### src/rtl/core_mem_rd_arbiter_if.sv
// AXI-lite read channel bundle (AR + R) shared by the fetch master, the
// load/store master and the memory slave port of the read arbiter.
interface core_mem_rd_arbiter_if #(
    parameter int AXI_AWIDTH = 4,
    parameter int AXI_DWIDTH = 32
);
    logic [AXI_AWIDTH-1:0] araddr;
    logic                  arvalid;
    logic                  arready;
    logic [AXI_DWIDTH-1:0] rdata;
    logic [1:0]            rresp;
    logic                  rvalid;
    logic                  rready;

    // Side that issues reads (a CPU stage, or the arbiter towards memory)
    modport master (
        output araddr, arvalid, rready,
        input  arready, rdata, rresp, rvalid
    );

    // Side that answers reads (memory, or the arbiter towards a CPU stage)
    modport slave (
        input  araddr, arvalid, rready,
        output arready, rdata, rresp, rvalid
    );
endinterface

### src/rtl/core_mem_rd_arbiter.sv
// Two-master (fetch M0, load/store M1) to one-slave AXI-lite read arbiter.
// One read in flight at a time; the granted master sees ARREADY and RVALID
// together at completion. Optional watchdog answers SLVERR for a dead slave.
module core_mem_rd_arbiter #(
    parameter int AXI_AWIDTH  = 4,
    parameter int AXI_DWIDTH  = 32,
    parameter int RR_EN       = 1,
    parameter int TIMEOUT_CYC = 0
) (
    input  logic                  CLK,
    input  logic                  NRST,
    core_mem_rd_arbiter_if.slave  m0,
    core_mem_rd_arbiter_if.slave  m1,
    core_mem_rd_arbiter_if.master s,
    output logic [1:0]            grant
);

    typedef enum logic [1:0] {IDLE, ADDR, DATA, RESP} state_t;

    localparam int WD_W = (TIMEOUT_CYC > 1) ? $clog2(TIMEOUT_CYC) : 1;
    localparam logic [WD_W-1:0] WD_LAST = WD_W'((TIMEOUT_CYC > 0) ? TIMEOUT_CYC - 1 : 0);

    state_t                state_reg;
    logic                  owner_reg;      // 0: M0 owns the slave, 1: M1
    logic                  pref_m1_reg;    // round-robin: M1 wins the next tie
    logic                  abort_reg;      // owner dropped ARVALID mid-transaction
    logic                  s_arvalid_reg;
    logic                  s_rready_reg;
    logic                  rvalid_reg;
    logic [AXI_AWIDTH-1:0] s_araddr_reg;
    logic [AXI_DWIDTH-1:0] rdata_reg;
    logic [1:0]            rresp_reg;
    logic [1:0]            grant_reg;
    logic [WD_W-1:0]       wd_cnt_reg;

    logic own_arvalid;
    logic own_rready;
    logic pick_m1;
    logic abort_now;
    logic wd_hit;

    assign own_arvalid = owner_reg ? m1.arvalid : m0.arvalid;
    assign own_rready  = owner_reg ? m1.rready  : m0.rready;
    // M1 wins when alone, or on a tie when round-robin prefers it
    assign pick_m1     = m1.arvalid && (!m0.arvalid || ((RR_EN != 0) && pref_m1_reg));
    // Abort is sticky: a re-raised ARVALID must not pick up the old data
    assign abort_now   = abort_reg || !own_arvalid;
    assign wd_hit      = (TIMEOUT_CYC > 0) && (wd_cnt_reg == WD_LAST);

    // Arbitration FSM with all bus outputs registered
    always_ff @(posedge CLK) begin
        if (!NRST) begin
            state_reg     <= IDLE;
            owner_reg     <= 1'b0;
            pref_m1_reg   <= 1'b0;
            abort_reg     <= 1'b0;
            s_arvalid_reg <= 1'b0;
            s_rready_reg  <= 1'b0;
            rvalid_reg    <= 1'b0;
            s_araddr_reg  <= '0;
            rdata_reg     <= '0;
            rresp_reg     <= 2'b00;
            grant_reg     <= 2'b00;
            wd_cnt_reg    <= '0;
        end else begin
            case (state_reg)
                IDLE: begin
                    if (m0.arvalid || m1.arvalid) begin
                        owner_reg     <= pick_m1;
                        grant_reg     <= pick_m1 ? 2'b10 : 2'b01;
                        s_araddr_reg  <= pick_m1 ? m1.araddr : m0.araddr;
                        s_arvalid_reg <= 1'b1;
                        abort_reg     <= 1'b0;
                        wd_cnt_reg    <= '0;
                        state_reg     <= ADDR;
                    end
                end
                ADDR: begin
                    abort_reg <= abort_now;
                    if (wd_hit) begin
                        // Slave never took the address: answer SLVERR ourselves
                        s_arvalid_reg <= 1'b0;
                        s_rready_reg  <= 1'b0;
                        rdata_reg     <= '0;
                        rresp_reg     <= 2'b10;
                        if (abort_now) begin
                            grant_reg   <= 2'b00;
                            pref_m1_reg <= !owner_reg;
                            state_reg   <= IDLE;
                        end else begin
                            rvalid_reg <= 1'b1;
                            state_reg  <= RESP;
                        end
                    end else if (s.arready) begin
                        s_arvalid_reg <= 1'b0;
                        s_rready_reg  <= 1'b1;
                        wd_cnt_reg    <= wd_cnt_reg + 1'b1;
                        state_reg     <= DATA;
                    end else begin
                        wd_cnt_reg <= wd_cnt_reg + 1'b1;
                    end
                end
                DATA: begin
                    abort_reg <= abort_now;
                    if (s.rvalid) begin
                        s_rready_reg <= 1'b0;
                        if (abort_now) begin
                            // Consume and discard; the owner no longer wants it
                            grant_reg   <= 2'b00;
                            pref_m1_reg <= !owner_reg;
                            state_reg   <= IDLE;
                        end else begin
                            rdata_reg  <= s.rdata;
                            rresp_reg  <= s.rresp;
                            rvalid_reg <= 1'b1;
                            state_reg  <= RESP;
                        end
                    end else if (wd_hit) begin
                        s_rready_reg <= 1'b0;
                        rdata_reg    <= '0;
                        rresp_reg    <= 2'b10;
                        if (abort_now) begin
                            grant_reg   <= 2'b00;
                            pref_m1_reg <= !owner_reg;
                            state_reg   <= IDLE;
                        end else begin
                            rvalid_reg <= 1'b1;
                            state_reg  <= RESP;
                        end
                    end else begin
                        wd_cnt_reg <= wd_cnt_reg + 1'b1;
                    end
                end
                RESP: begin
                    // Normal completion on RREADY, or abort on ARVALID drop
                    if (own_rready || !own_arvalid) begin
                        rvalid_reg  <= 1'b0;
                        rdata_reg   <= '0;
                        rresp_reg   <= 2'b00;
                        grant_reg   <= 2'b00;
                        pref_m1_reg <= !owner_reg;
                        state_reg   <= IDLE;
                    end
                end
                default: state_reg <= IDLE;
            endcase
        end
    end

    assign s.araddr  = s_araddr_reg;
    assign s.arvalid = s_arvalid_reg;
    assign s.rready  = s_rready_reg;
    assign grant     = grant_reg;

    // Only the granted master sees the completion; the other reads all zeros
    assign m0.arready = rvalid_reg && grant_reg[0];
    assign m0.rvalid  = rvalid_reg && grant_reg[0];
    assign m0.rdata   = grant_reg[0] ? rdata_reg : '0;
    assign m0.rresp   = grant_reg[0] ? rresp_reg : 2'b00;
    assign m1.arready = rvalid_reg && grant_reg[1];
    assign m1.rvalid  = rvalid_reg && grant_reg[1];
    assign m1.rdata   = grant_reg[1] ? rdata_reg : '0;
    assign m1.rresp   = grant_reg[1] ? rresp_reg : 2'b00;

endmodule

### src/flat_wrapper.sv
// flat-port wrapper written by rule: the top's interface ports become plain ports
module core_mem_rd_arbiter_flat 
#(
    parameter int AXI_AWIDTH  = 4,
    parameter int AXI_DWIDTH  = 32,
    parameter int RR_EN       = 1,
    parameter int TIMEOUT_CYC = 0
)
  (CLK, NRST, grant, m0_araddr, m0_arvalid, m0_rready, m0_arready, m0_rdata, m0_rresp, m0_rvalid, m1_araddr, m1_arvalid, m1_rready, m1_arready, m1_rdata, m1_rresp, m1_rvalid, s_araddr, s_arvalid, s_rready, s_arready, s_rdata, s_rresp, s_rvalid);
  core_mem_rd_arbiter_if #(.AXI_AWIDTH(AXI_AWIDTH), .AXI_DWIDTH(AXI_DWIDTH)) m0_i ();
  core_mem_rd_arbiter_if #(.AXI_AWIDTH(AXI_AWIDTH), .AXI_DWIDTH(AXI_DWIDTH)) m1_i ();
  core_mem_rd_arbiter_if #(.AXI_AWIDTH(AXI_AWIDTH), .AXI_DWIDTH(AXI_DWIDTH)) s_i ();
  input  logic CLK;
  input  logic NRST;
  output logic [1:0] grant;
  input wire logic [$bits(m0_i.araddr)-1:0] m0_araddr;
  input wire logic [$bits(m0_i.arvalid)-1:0] m0_arvalid;
  input wire logic [$bits(m0_i.rready)-1:0] m0_rready;
  output wire logic [$bits(m0_i.arready)-1:0] m0_arready;
  output wire logic [$bits(m0_i.rdata)-1:0] m0_rdata;
  output wire logic [$bits(m0_i.rresp)-1:0] m0_rresp;
  output wire logic [$bits(m0_i.rvalid)-1:0] m0_rvalid;
  input wire logic [$bits(m1_i.araddr)-1:0] m1_araddr;
  input wire logic [$bits(m1_i.arvalid)-1:0] m1_arvalid;
  input wire logic [$bits(m1_i.rready)-1:0] m1_rready;
  output wire logic [$bits(m1_i.arready)-1:0] m1_arready;
  output wire logic [$bits(m1_i.rdata)-1:0] m1_rdata;
  output wire logic [$bits(m1_i.rresp)-1:0] m1_rresp;
  output wire logic [$bits(m1_i.rvalid)-1:0] m1_rvalid;
  output wire logic [$bits(s_i.araddr)-1:0] s_araddr;
  output wire logic [$bits(s_i.arvalid)-1:0] s_arvalid;
  output wire logic [$bits(s_i.rready)-1:0] s_rready;
  input wire logic [$bits(s_i.arready)-1:0] s_arready;
  input wire logic [$bits(s_i.rdata)-1:0] s_rdata;
  input wire logic [$bits(s_i.rresp)-1:0] s_rresp;
  input wire logic [$bits(s_i.rvalid)-1:0] s_rvalid;
  assign m0_i.araddr = m0_araddr;
  assign m0_i.arvalid = m0_arvalid;
  assign m0_i.rready = m0_rready;
  assign m0_arready = m0_i.arready;
  assign m0_rdata = m0_i.rdata;
  assign m0_rresp = m0_i.rresp;
  assign m0_rvalid = m0_i.rvalid;
  assign m1_i.araddr = m1_araddr;
  assign m1_i.arvalid = m1_arvalid;
  assign m1_i.rready = m1_rready;
  assign m1_arready = m1_i.arready;
  assign m1_rdata = m1_i.rdata;
  assign m1_rresp = m1_i.rresp;
  assign m1_rvalid = m1_i.rvalid;
  assign s_araddr = s_i.araddr;
  assign s_arvalid = s_i.arvalid;
  assign s_rready = s_i.rready;
  assign s_i.arready = s_arready;
  assign s_i.rdata = s_rdata;
  assign s_i.rresp = s_rresp;
  assign s_i.rvalid = s_rvalid;
  core_mem_rd_arbiter #(.AXI_AWIDTH(AXI_AWIDTH), .AXI_DWIDTH(AXI_DWIDTH), .RR_EN(RR_EN), .TIMEOUT_CYC(TIMEOUT_CYC)) u_core (.CLK(CLK), .NRST(NRST), .m0(m0_i), .m1(m1_i), .s(s_i), .grant(grant));
endmodule
### config.mk
export PLATFORM = sky130hd
export DESIGN_NAME = core_mem_rd_arbiter_flat
export DESIGN_NICKNAME = d
export VERILOG_FILES = /design/src/rtl/core_mem_rd_arbiter_if.sv /design/src/rtl/core_mem_rd_arbiter.sv /design/src/flat_wrapper.sv
export SDC_FILE = /design/constraint.sdc
export NUM_CORES = 1
export LEC_CHECK = 0
export CAP_MARGIN = 20
export CORE_MARGIN = 2
export CORE_UTILIZATION = 35
export DETAILED_ROUTE_END_ITERATION = 12
export GPL_ROUTABILITY_DRIVEN = 0
export PLACE_DENSITY = 0.86
export SLEW_MARGIN = 40
export SYNTH_ARGS = -nofsm -noshare
export SYNTH_HDL_FRONTEND = slang
export SYNTH_SLANG_ARGS = --single-unit
### constraint.sdc
create_clock -name CLK -period 1.7 [get_ports CLK]
set_input_delay 0.17 -clock CLK [delete_from_list [all_inputs] [get_ports CLK]]
set_output_delay 0.17 -clock CLK [all_outputs]
set_load 0.005 [all_outputs]
==> qor.yml, run 1 <==
clocking:
  cts_tree: "built"
  cts.htree.levels: 2
  path_clk_slew_ns: 0.09
  clock_path_buffers: 2
  cts-root-buf: "clkbuf_8"
  cts_sinks: 48
  clkLatencyLatePin_ns: 0.30
  cts_inserted_buffers: 5
pwr:
  power_mw: 3.89
  p_leak_nw: 1.69
  irDropWorstVdd_v: 0.000702
  powerDensity_nw_per_um2: 912
routing:
  wire_per_inst_um: 15.1
  vias: 2437
  vias_per_cell: 5.04
  drtIter0Drc: 66
  wl_um: 7300
  route.detailed.drc: 11
  drtPass1Iterations: 12
  drtAntennaViolNets: 0
sta:
  skew_ns: 0.00958
  period_needed_ns: 1.69
  worstMarginPinSlew_ns: 0.361
  finalHoldViolCount: 0
  relSlewSlack_pct: 75.9
  setup_slack_ns: 0.00654
  finalSetupViolCount: 0
  drv_slew: 0
  fin_crit_sh_pct: 99.6
  rsz0062_at_grt: "yes"
  hold-worst-slack_ns: 0.429
  max_freq_mhz: 591
floorplan:
  start_util_pct: 36.5
  core-area_um2: 6420
  io_pins: 130
  die-area_um2: 7370
  rows: 29
  die_y_um: 85.8
  die_x_um: 85.8
layout:
  antenna_cells: 0
  largest_register_ffs: 32
  layout_commonest_cell: "clkdlybuf4s50_1"
  layout.nets: 460
  drive_above_1_share_pct: 16.7
  layout.cells.non_filler: 484
  area_delta_synth_final_pct: 82.3
  final_cell_mix: "clkdlybuf4s50_1 (128), and2_1 (72), dfxtp_1 (43)"
  layout.area.seq_um2: 975
  nFillCells: 517
  multi_input_area_um2: 1370
worst_setup_path:
  path_class: "reg2reg"
  crit_path_max_fanout: 5
  end_kind: "flip-flop"
  start_kind: "flip-flop"
  critical_path_required_ns: 1.92
  worstPathArrival_ns: 1.91
yosys:
  synth_largest_area_cell: "dfxtp_1"
  synth_area_um2: 2340
  yosys_warnings: 0
  synth_edf_count: 0
  syn-num-nets: 306
  synth_seq_cells: 48
  ys_top_cells_by_area: "dfxtp_1 (41%), and2_1 (19%), a22o_1 (13%)"
  ys.flop_type: "dfxtp_1"
  netlist_instances: 252
  syn_area_per_cell_um2: 9.30
  synth_cell_types: 37
  yosys.area.top_type_share_pct: 41.0
  synth_seq_area_share_pct: 41.0
  async_flop_share_pct: 0
run_status:
  violations: "design-rule violations"
  status: "finished, violations left"
hold_path:
  hp-class: "in2reg"
job:
  max-cap-violations: 0
place:
  dp_slack_ns: -0.182
  portBuffers: 129
  dp_cells: 468
  dp_hpwl_um: 5190
global_route:
  globalRouteMet2Util_pct: 32.5
  grt_antenna_before_repair: 0
  grt_max_degree: 35
  grt_pass1_wl_um: 10800
  gr-usage-met3_pct: 4.14
  top_usage_layer: "met2"
  grt.total_usage_pct: 18.0
  overflow: 0
  grt_pass1_vias: 2310
  met1_usage_pct: 21.2
## worst max-delay path: stages (launching register included)
cell,delay [ns]
dfxtp_4,0.38
buf_6,0.12
ha_4,0.16
nor2b_1,0.14
o21bai_2,0.22
or3_1,0.33
a221oi_2,0.25
## power breakdown
part / internal, mW / leakage (nW) / switching (mW) / total, mW
registers: 1.29 / 0.392 / 0.138 / 1.43
clock network: 0.481 / 0.0614 / 0.379 / 0.860
logic: 0.875 / 1.23 / 0.729 / 1.60
total: 2.65 / 1.69 / 1.25 / 3.89
## synthesized netlist by cell type (all sizes together) (3+ instances only)
| cell | count |
|---|---|
| and2 | 72 |
| dfxtp | 48 |
| a22o | 34 |
| nand2 | 14 |
| nor2 | 12 |
| buf | 8 |
| clkbuf | 7 |
| inv | 7 |
| o21ai | 6 |
| a311oi | 4 |
| ha | 4 |
| nand3 | 4 |
| nor3 | 4 |
| a21oi | 3 |
| nand2b | 3 |
| or3 | 3 |
## per-stage QoR
step	TNS, ns	utilization [%]	instance area [µm²]
finish	0	66.5	4270
global route	-0.935	66.5	4270
CTS	-0.00238	63.0	4050
detailed placement	-5.96	60.3	3870
global placement	-5.33	60.3	3870
floorplan	0	-	2350
## worst paths after layout
check | start | end | slack [ns] | depth (start not counted)
hold reg to reg | u_core.s.rready | u_core.s.rready | 0.47 | 2
hold / removal | m0_arvalid | u_core.abort_reg | 0.43 | 4
setup reg to reg | u_core.state_reg[1] | u_core.pref_m1_reg | 0.007 | 6
setup / recovery | u_core.state_reg[1] | u_core.pref_m1_reg | 0.007 | 6
## kinds of logic after synthesis
kind of cell,Yosys count,share of synthesized area (%)
AOI/OAI and AO/OA,58,21.1
adders and majority gates,4,2.14
buffers and inverters,23,5.93
DFF,48,41.0
muxes,2,0.854
and+or+nand+nor,117,28.9
## layout make-up
| cell class | count | share of cell area (%) |
|---|---|---|
| clock buffers | 6 | 1.93 |
| clock inverters | 2 | 0.908 |
| inverters | 8 | 0.820 |
| multi-input cells | 181 | 32.0 |
| flip-flops and latches | 48 | 22.8 |
| well taps | 77 | 2.26 |
| repair buffers | 162 | 39.3 |
## repair_timing
item,in CTS,in global routing
gates cloned,0,5
setup buffers,0,3
hold buffers,0,0
pin swaps,3,4
setup endpoints to repair,52,80
gates resized for setup,14,28
## per-layer routing
| layer | wire [µm] | vias up |
|---|---|---|
| met5 | 0 | - |
| met4 | 84 | 0 |
| met3 | 450 | 11 |
| met2 | 3760 | 92 |
| met1 | 3010 | 1149 |
| li1 | - | 1185 |
Note: power is estimated with default switching activity, not from simulation.
==> run 2, diff against run 1 <==
RECOVER_POWER = 100   (was default)
==> qor.yml, run 2 (same netlist as run 1, synthesis figures left out) <==
floorplan:
  die-area_um2: 7370  # unchanged
  start_util_pct: 36.5  # unchanged
  die_y_um: 85.8  # unchanged
  core-area_um2: 6420  # unchanged
  die_x_um: 85.8  # unchanged
  io_pins: 130  # unchanged
  rows: 29  # unchanged
worst_setup_path:
  crit_slowest_cell: "dfxtp_4"  # unchanged
  path_class: "reg2reg"  # unchanged
  crit_path_max_fanout: 5  # unchanged
  end_kind: "flip-flop"  # unchanged
  critical-path-max-stage-delay_ns: 0.38  # about the same
  worstPathCellList: "buf_6 > ha_4 > nor2b_1 > o21bai_2 > or3_1 > a221oi_2"  # unchanged
  worstPathArrival_ns: 1.91  # about the same
  start_kind: "flip-flop"  # unchanged
  critical_path_required_ns: 1.92  # about the same
sta:
  drv_slew: 0  # unchanged
  skew_ns: 0.00944  # was 0.00958 ns
  fin_crit_sh_pct: 99.6  # about the same
  rsz0062_at_grt: "yes"  # unchanged
  finalHoldViolCount: 0  # unchanged
  relSlewSlack_pct: 76.0  # was 75.9%
  finalSetupViolCount: 0  # unchanged
  worstMarginPinSlew_ns: 0.358  # was 0.361 ns
  period_needed_ns: 1.69  # about the same
  max_freq_mhz: 591  # about the same
routing:
  wire_per_inst_um: 15.0  # was 15.1 µm
  route.detailed.drc: 11  # unchanged
  drtAntennaViolNets: 0  # unchanged
  drtPass1Iterations: 12  # unchanged
  drtIter0Drc: 63  # was 66
  vias: 2420  # was 2437
  vias_per_cell: 5.00  # was 5.04
  wl_um: 7280  # was 7300 µm
layout:
  area_delta_synth_final_pct: 81.9  # was 82.3%
  antenna_cells: 0  # unchanged
  final_cell_mix: "clkdlybuf4s50_1 (122), and2_1 (72), dfxtp_1 (43)"  # was clkdlybuf4s50_1 (128), and2_1 (72), dfxtp_1 (43)
  largest_register_ffs: 32  # unchanged
  layout_commonest_cell: "clkdlybuf4s50_1"  # unchanged
  drive_above_1_share_pct: 16.7  # unchanged
  nFillCells: 519  # was 517
  design_area_um2: 4260  # was 4270 µm²
  layout.nets: 460  # unchanged
global_route:
  grt_pass1_vias: 2310  # unchanged
  grt.total_usage_pct: 18.0  # unchanged
  grt_antenna_before_repair: 0  # unchanged
  grt_pass1_wl_um: 10800  # unchanged
  overflow: 0  # unchanged
  grt_max_degree: 35  # unchanged
clocking:
  clkLatencyLatePin_ns: 0.30  # about the same
  clock_path_buffers: 2  # unchanged
  cts_sinks: 48  # unchanged
  cts-root-buf: "clkbuf_8"  # unchanged
  cts.htree.levels: 2  # unchanged
  path_clk_slew_ns: 0.09  # about the same
  ctsHoldBuffers: 0  # unchanged
  cts_inserted_buffers: 5  # unchanged
  cts_tree: "built"  # unchanged
job:
  max-cap-violations: 0  # unchanged
hold_path:
  hp-class: "in2reg"  # unchanged
pwr:
  p_leak_nw: 1.70  # was 1.69 nW
  power_mw: 3.85  # was 3.89 mW
  powerDensity_nw_per_um2: 903  # was 912 nW/µm²
  irDropWorstVdd_v: 0.000696  # was 0.000702 V
place:
  placed_area_um2: 3870  # unchanged
  portBuffers: 129  # unchanged
  dp_hpwl_um: 5190  # unchanged
run_status:
  status: "finished, violations left"  # unchanged
  violations: "design-rule violations"  # unchanged
==> run 2: area by class of cell <==
cell class / instances / area, µm² / share of cell area (%)
tap: 77 / 96.3 / 2.26
inverter: 8 / 35.0 / 0.822
multi-input combinational: 181 / 1360 / 31.9
timing repair buffer: 162 / 1680 / 39.3
sequential: 48 / 975 / 22.9
clock inverter: 2 / 38.8 / 0.910
clock buffer: 6 / 82.6 / 1.94
==> run 2: per-stage QoR <==
stage / hold WS [ns] / utilization, % / cells / setup slack, ns / TNS [ns]
6_report: 0.426 / 66.4 / 484 / 0.00737 / 0
5_1_grt: 0.448 / 66.4 / 484 / -0.0471 / -0.971
4_1_cts: 0.442 / 63.0 / 476 / -0.00238 / -0.00238
3_5_place_dp: 0.448 / 60.3 / 468 / -0.182 / -5.96
3_3_place_gp: 0.443 / 60.3 / 468 / -0.148 / -5.33
2_1_floorplan: 0.295 / - / 252 / 0.0486 / 0
==> run 2: worst paths after layout <==
check | slack [ns] | cells past startpoint | endpoint | start
worst max-delay path | 0.007 | 6 | u_core.pref_m1_reg | u_core.state_reg[1]
worst min-delay path | 0.43 | 4 | u_core.abort_reg | m0_arvalid
worst max register to register | 0.007 | 6 | u_core.pref_m1_reg | u_core.state_reg[1]
worst min register to register | 0.46 | 2 | u_core.s.rready | u_core.s.rready
==> run 2: what timing repair did <==
action | in CTS | in global routing
gates cloned | 0 | 5
gates resized for setup | 14 | 28
endpoints found under the setup margin | 52 | 80
pin swaps | 3 | 4
setup buffers | 0 | 3
==> run 2: routing by layer <==
layer  share of wire [%]  wire [µm]  GRT usage (%)  vias to the layer above
met1                  42       3020           21.2                     1147
met4                 1.1         77           5.63                        0
met5                   0          0              0                        -
met2                  52       3760           32.5                       81
met3                 5.8        420           4.14                        9
li1                    -          -              -                     1183
==> run 2: critical path: cells and delay by family (launching register included) <==
family          cells  cell delay, ns
compound gates      2            0.47
simple gates        2            0.47
buf+inv             1            0.12
fa+ha+maj           1            0.16
flops               1            0.38
==> run 2: report_power, final <==
part / switching (mW) / total [mW] / leakage, nW / internal (mW)
clock network: 0.379 / 0.860 / 0.0614 / 0.481
logic: 0.725 / 1.56 / 1.24 / 0.838
registers: 0.136 / 1.43 / 0.392 / 1.29
